==> src/rtl/snn_pkg.sv <==
// Shared SNN constants and store FSM state encoding.
// Used by the core controller and the output store.
package snn_pkg;

  localparam int NUM_OUTPUTS_DEF = 10;
  localparam int CNT_WIDTH_DEF   = 16;

  typedef enum logic [1:0] {
    ST_IDLE,
    ST_STORE,
    ST_DONE
  } store_state_t;

endpackage

==> src/rtl/snn_spike_counter.sv <==
// Saturating spike counter with synchronous clear.
// Clear has priority over a same-cycle increment.
module snn_spike_counter #(
  parameter int W = 16
) (
  input  logic         clk,
  input  logic         rst_n,
  input  logic         clr,
  input  logic         en,
  output logic [W-1:0] cnt
);

  // count up to all-ones and stick there
  always_ff @(posedge clk or negedge rst_n) begin
    if (!rst_n) begin
      cnt <= '0;
    end else if (clr) begin
      cnt <= '0;
    end else if (en && (cnt != '1)) begin
      cnt <= cnt + 1'b1;
    end
  end

endmodule

==> src/rtl/snn_output_store.sv <==
// Output spike counting, serial result store and winner tracking.
// Result bank is a resettable register array with a registered read port.
module snn_output_store
  import snn_pkg::*;
#(
  parameter int NUM_OUTPUTS = NUM_OUTPUTS_DEF,
  parameter int CNT_WIDTH   = CNT_WIDTH_DEF,
  parameter int ADDR_WIDTH  = $clog2(NUM_OUTPUTS)
) (
  input  logic                   clk,
  input  logic                   rst_n,
  input  logic                   count_clr,
  input  logic                   network_en,
  input  logic [NUM_OUTPUTS-1:0] spike_in,
  input  logic                   output_cntr_rst,
  input  logic                   output_cntr_en,
  output logic                   outputs_done,
  input  logic [ADDR_WIDTH-1:0]  rd_addr,
  output logic [CNT_WIDTH-1:0]   rd_data,
  output logic [ADDR_WIDTH-1:0]  winner_idx,
  output logic                   winner_valid
);

  localparam logic [ADDR_WIDTH-1:0] LAST_IDX =
    ADDR_WIDTH'(NUM_OUTPUTS - 1);
  localparam logic [ADDR_WIDTH:0] N_L =
    (ADDR_WIDTH + 1)'(NUM_OUTPUTS);

  logic [CNT_WIDTH-1:0]  cnt [NUM_OUTPUTS];
  logic [CNT_WIDTH-1:0]  mem [NUM_OUTPUTS];
  logic [CNT_WIDTH-1:0]  best_cnt;
  logic [CNT_WIDTH-1:0]  cur_cnt;
  logic [ADDR_WIDTH-1:0] idx;
  store_state_t          state;
  logic                  we;
  logic                  rd_ok;

  for (genvar g = 0; g < NUM_OUTPUTS; g++) begin : g_cnt
    snn_spike_counter #(
      .W (CNT_WIDTH)
    ) u_cnt (
      .clk   (clk),
      .rst_n (rst_n),
      .clr   (count_clr),
      .en    (network_en & spike_in[g]),
      .cnt   (cnt[g])
    );
  end

  assign cur_cnt = cnt[idx];
  assign rd_ok   = {1'b0, rd_addr} < N_L;
  assign we      = (state == ST_STORE) && output_cntr_en &&
                   !output_cntr_rst;

  // store sequencer and winner tracking
  always_ff @(posedge clk or negedge rst_n) begin
    if (!rst_n) begin
      state        <= ST_IDLE;
      idx          <= '0;
      best_cnt     <= '0;
      outputs_done <= 1'b0;
      winner_idx   <= '0;
      winner_valid <= 1'b0;
    end else if (output_cntr_rst) begin
      state        <= ST_STORE;
      idx          <= '0;
      best_cnt     <= '0;
      outputs_done <= 1'b0;
      winner_valid <= 1'b0;
    end else begin
      case (state)
        ST_STORE: begin
          if (output_cntr_en) begin
            if ((idx == '0) || (cur_cnt > best_cnt)) begin
              best_cnt   <= cur_cnt;
              winner_idx <= idx;
            end
            if (idx == LAST_IDX) begin
              state        <= ST_DONE;
              outputs_done <= 1'b1;
              winner_valid <= 1'b1;
            end else begin
              idx <= idx + 1'b1;
            end
          end
        end
        default: ;
      endcase
    end
  end

  // result bank writes
  always_ff @(posedge clk or negedge rst_n) begin
    if (!rst_n) begin
      for (int i = 0; i < NUM_OUTPUTS; i++) mem[i] <= '0;
    end else if (we) begin
      mem[idx] <= cur_cnt;
    end
  end

  // registered read, old data on same-cycle write
  always_ff @(posedge clk or negedge rst_n) begin
    if (!rst_n) begin
      rd_data <= '0;
    end else begin
      rd_data <= rd_ok ? mem[rd_addr] : '0;
    end
  end

endmodule

==> config.mk <==
export PLATFORM = sky130hd
export DESIGN_NAME = snn_output_store
export DESIGN_NICKNAME = d
export VERILOG_FILES = /design/src/rtl/snn_pkg.sv /design/src/rtl/snn_spike_counter.sv /design/src/rtl/snn_output_store.sv
export SDC_FILE = /design/constraint.sdc
export NUM_CORES = 1
export LEC_CHECK = 0
export ABC_AREA = 1
export CORE_ASPECT_RATIO = 0.9
export CORE_MARGIN = 1
export CORE_UTILIZATION = 47
export DETAILED_ROUTE_END_ITERATION = 12
export PLACE_DENSITY = 0.65
export SLEW_MARGIN = 10
export SYNTH_ARGS = -nofsm -noshare
export SYNTH_HDL_FRONTEND = slang
export SYNTH_SLANG_ARGS = --single-unit
==> constraint.sdc <==
create_clock -name clk -period 2.6 [get_ports clk]
set_clock_uncertainty 0.05 [all_clocks]
set_input_delay 0.39 -clock clk [delete_from_list [all_inputs] [get_ports clk]]
set_output_delay 0.39 -clock clk [all_outputs]
set_load 0.02 [all_outputs]
==> impl_metrics.yaml <==
route:
  wirelength_um: 59700
  drtPass1Iterations: 6
  routedWlPerCell_um: 18.0
  via_count: 18509
  ant_nets: 0
  viasPerCell: 5.57
  drt_iter0_drc: 1534
  drc: 0
pwr:
  vdd_drop_max_v: 0.000617
  leakagePower_nw: 11.1
  power_density_mw_per_mm2: 612
  total_power_mw: 14.8
sta:
  rsz0062_at_grt: "true"
  clock.fmax_mhz: 358
  worst_pin_slew_ns: 0.563
  hold_violations: 0
  setup_viol: 20
  post-route-period-util_pct: 108
  slew_viol_final: 0
  max_slew_margin_pct: 62.5
  final.setup.worst_slack_ns: -0.196
  min_period_ns: 2.80
synth:
  yosysSeqAreaShare_pct: 45.4
  yosysTopAreaCellShare_pct: 45.4
  synth_largest_area_cell: "dfrtp_1"
  async_flop_share_pct: 100
  synthCells: 2598
  syn_avg_cell_area_um2: 7.68
  yosys-top-cells-area: "dfrtp_1 (45%), nand2_1 (11%), o21ai_0 (8.7%)"
  synthFlopType: "dfrtp_1"
  yosys.cell_types.count: 47
  synth_nets: 2648
  synth_edf_count: 0
  ys_seq_elements: 362
  synth_warnings: 0
  netlist_area_mm2: 0.0200
clocking:
  cts_tree: "done"
  cts_buffers: 39
  ctsHtreeMaxLevel: 2
  clock_sinks: 362
  clockBufferDepth: 3
  clkLatencyLatePin_ns: 0.56
  clkTransAtPathRegs_ns: 0.06
  ctsRootBufferMaster: "clkbuf_16"
job:
  maxCapViolations: 0
cells_and_area:
  final_common_cell: "nand2_1"
  layout_common_cells: "nand2_1 (569), dfrtp_1 (360), o21ai_0 (295), inv_1 (282), nand3_1 (194)"
  diodes: 0
  nets: 2801
  synthToLayoutAreaGrowth_pct: 21.2
  drive_gt1_share_pct: 15.8
grt:
  antenna_found_initial: 0
  grt_pass1_vias: 17619
  grt_max_degree: 107
  grt.overflow.total: 0
  track_usage_pct: 27.9
  grt_pass1_wl_um: 94800
die:
  die-area_mm2: 0.0433
  start_util_pct: 47.7
  coreArea_mm2: 0.0418
  die_h_um: 197
  num_rows: 71
  io_pins: 42
  die_x_um: 219
status:
  violations: "negative setup slack"
  status: "finished, violations left"
setup_path:
  path_depth: 17
  timing.reg2reg.setup_slack_ns: -0.20
  rr_worst_depth: 17
  crit_path_max_fanout: 8
  cp.required_ns: 2.98
  rr_startpoint: "idx[0]"
  cp_slowest_cell: "dfrtp_2"
  critPathMaxStageDelay_ns: 0.44
  path_cells: "buf_12, buf_16, buf_12, nand2_2, o21ai_2, buf_4, nand2_4, nand3_4, ha_4, nand4_1, nor3_4, nand3_1, nand2_2, nand2_8, clkbuf_16, nand3_1, nand2_1"
  crit_type: "reg -> reg"
  path_buf_inv: 5
  path_delay_family: "simple AND/OR/NAND/NOR gates"
  worstSetupStartpointType: "flip-flop"
  cp.arrival_ns: 3.18
  crit_path_end_kind: "flip-flop"
  startpoint: "idx[0]"
place:
  gp_congestion: 0.931
  io_buffers: 41
  pre_cts_slack_ns: -0.283
  dpl.hpwl_um: 41300
worst_hold_path:
  hold_class: "in -> reg"
  hold_depth: 4
  hold_start: "count_clr"
## worst paths after layout
check / endpoint
min reg2reg: mem[34]
max: best_cnt[2]
min in group asynchronous: g_cnt[6].u_cnt.cnt[9]
min: g_cnt[0].u_cnt.cnt[12]
max reg2reg: best_cnt[2]
max in group asynchronous: g_cnt[9].u_cnt.cnt[8]
## timing repair
action / in CTS / in global routing
pin swaps: 17 / 39
resized for setup: 83 / 75
hold buffers: 1 / 0
setup endpoints to repair: 20 / 30
endpoints found under the hold margin: 51 / 0
cloned: 4 / 7
setup buffers: 13 / 9
## metal layers
layer	vias to the layer above	global-route usage, %	share of wire, %
li1	8874	-	-
met1	8848	40.9	46
met2	679	41.0	43
met3	108	5.45	7.8
met4	0	9.13	2.6
met5	-	0	0
## logic make-up (layout without fill, tap and decap cells)
kind of cell             count (synthesis)  in the layout  synth area share [%]
multiplexers                            43             43                  2.43
adder cells (fa/ha/maj)                 30             30                  1.88
flip-flops                             362            362                  45.4
AND/OR/NAND/NOR                       1112           1113                  24.4
AO/OA/AOI/OAI                          583            583                  15.4
XOR/XNOR                                45             45                  1.98
buffers and inverters                  423            601                  8.56
## power breakdown
group          internal (mW)  switching (mW)  leakage (nW)
Sequential              6.17           0.222          4.69
Combinational           1.20            1.80          5.78
Clock                   3.10            2.32         0.598
Total                   10.5            4.34          11.1
## Yosys cell counts, types with 4 or more instances
library cell,count
o31ai_1,11
nand4_1,39
nor2_1,171
buf_4,9
buf_2,50
o211ai_1,10
mux2_2,43
o2111ai_1,6
nor3_1,55
o21ai_0,347
xor2_1,39
a211oi_1,7
a21oi_1,172
ha_1,30
xnor2_1,6
nand3b_1,15
nor2_4,8
o21a_1,6
nand2_1,586
o21ai_1,14
dfrtp_1,362
clkbuf_1,60
and3_1,8
inv_1,282
nand3_2,4
nand3_1,207
inv_2,6
buf_1,8
## sequential cells by signal, summed over array words and instances, names as in the netlist
register,count
best_cnt,16
g_cnt.u_cnt.cnt,160
idx,4
mem,160
rd_data,16
state,1
winner_idx,4
winner_valid,1
## stage by stage
step | hold slack, ns | cells | utilization, % | cell area (µm²) | TNS, ns
final | 0.209 | 3324 | 57.8 | 24200 | -3.38
after detailed placement | 0.341 | 3224 | 52.6 | 22000 | -4.96
after global routing | 0.237 | 3324 | 57.8 | 24200 | -5.98
after CTS | 0.185 | 3309 | 56.7 | 23700 | -1.09
after floorplan | 0.0444 | 2598 | - | 20100 | 0
after global placement | 0.342 | 3224 | 52.6 | 22000 | -5.05
## final cells by class
cell class                      instances  area, µm²
Inverter                              291       1110
Sequential cell                       362       9060
Multi-Input combinational cell       1814       9780
Clock inverter                         10       92.6
Tap cell                              547        684
Timing Repair inverter                  1       6.26
Fill cell                            3780      17600
Timing Repair Buffer                  242       2340
Clock buffer                           57       1120
## worst register-to-register path: cells and delay by family, from the launching register on
family / cells / cell delay, ns
simple gates: 10 / 1.04
fa+ha+maj: 1 / 0.30
buf+inv: 5 / 0.80
compound gates: 1 / 0.05
flops: 1 / 0.44
(Power assumes the default switching activity.)
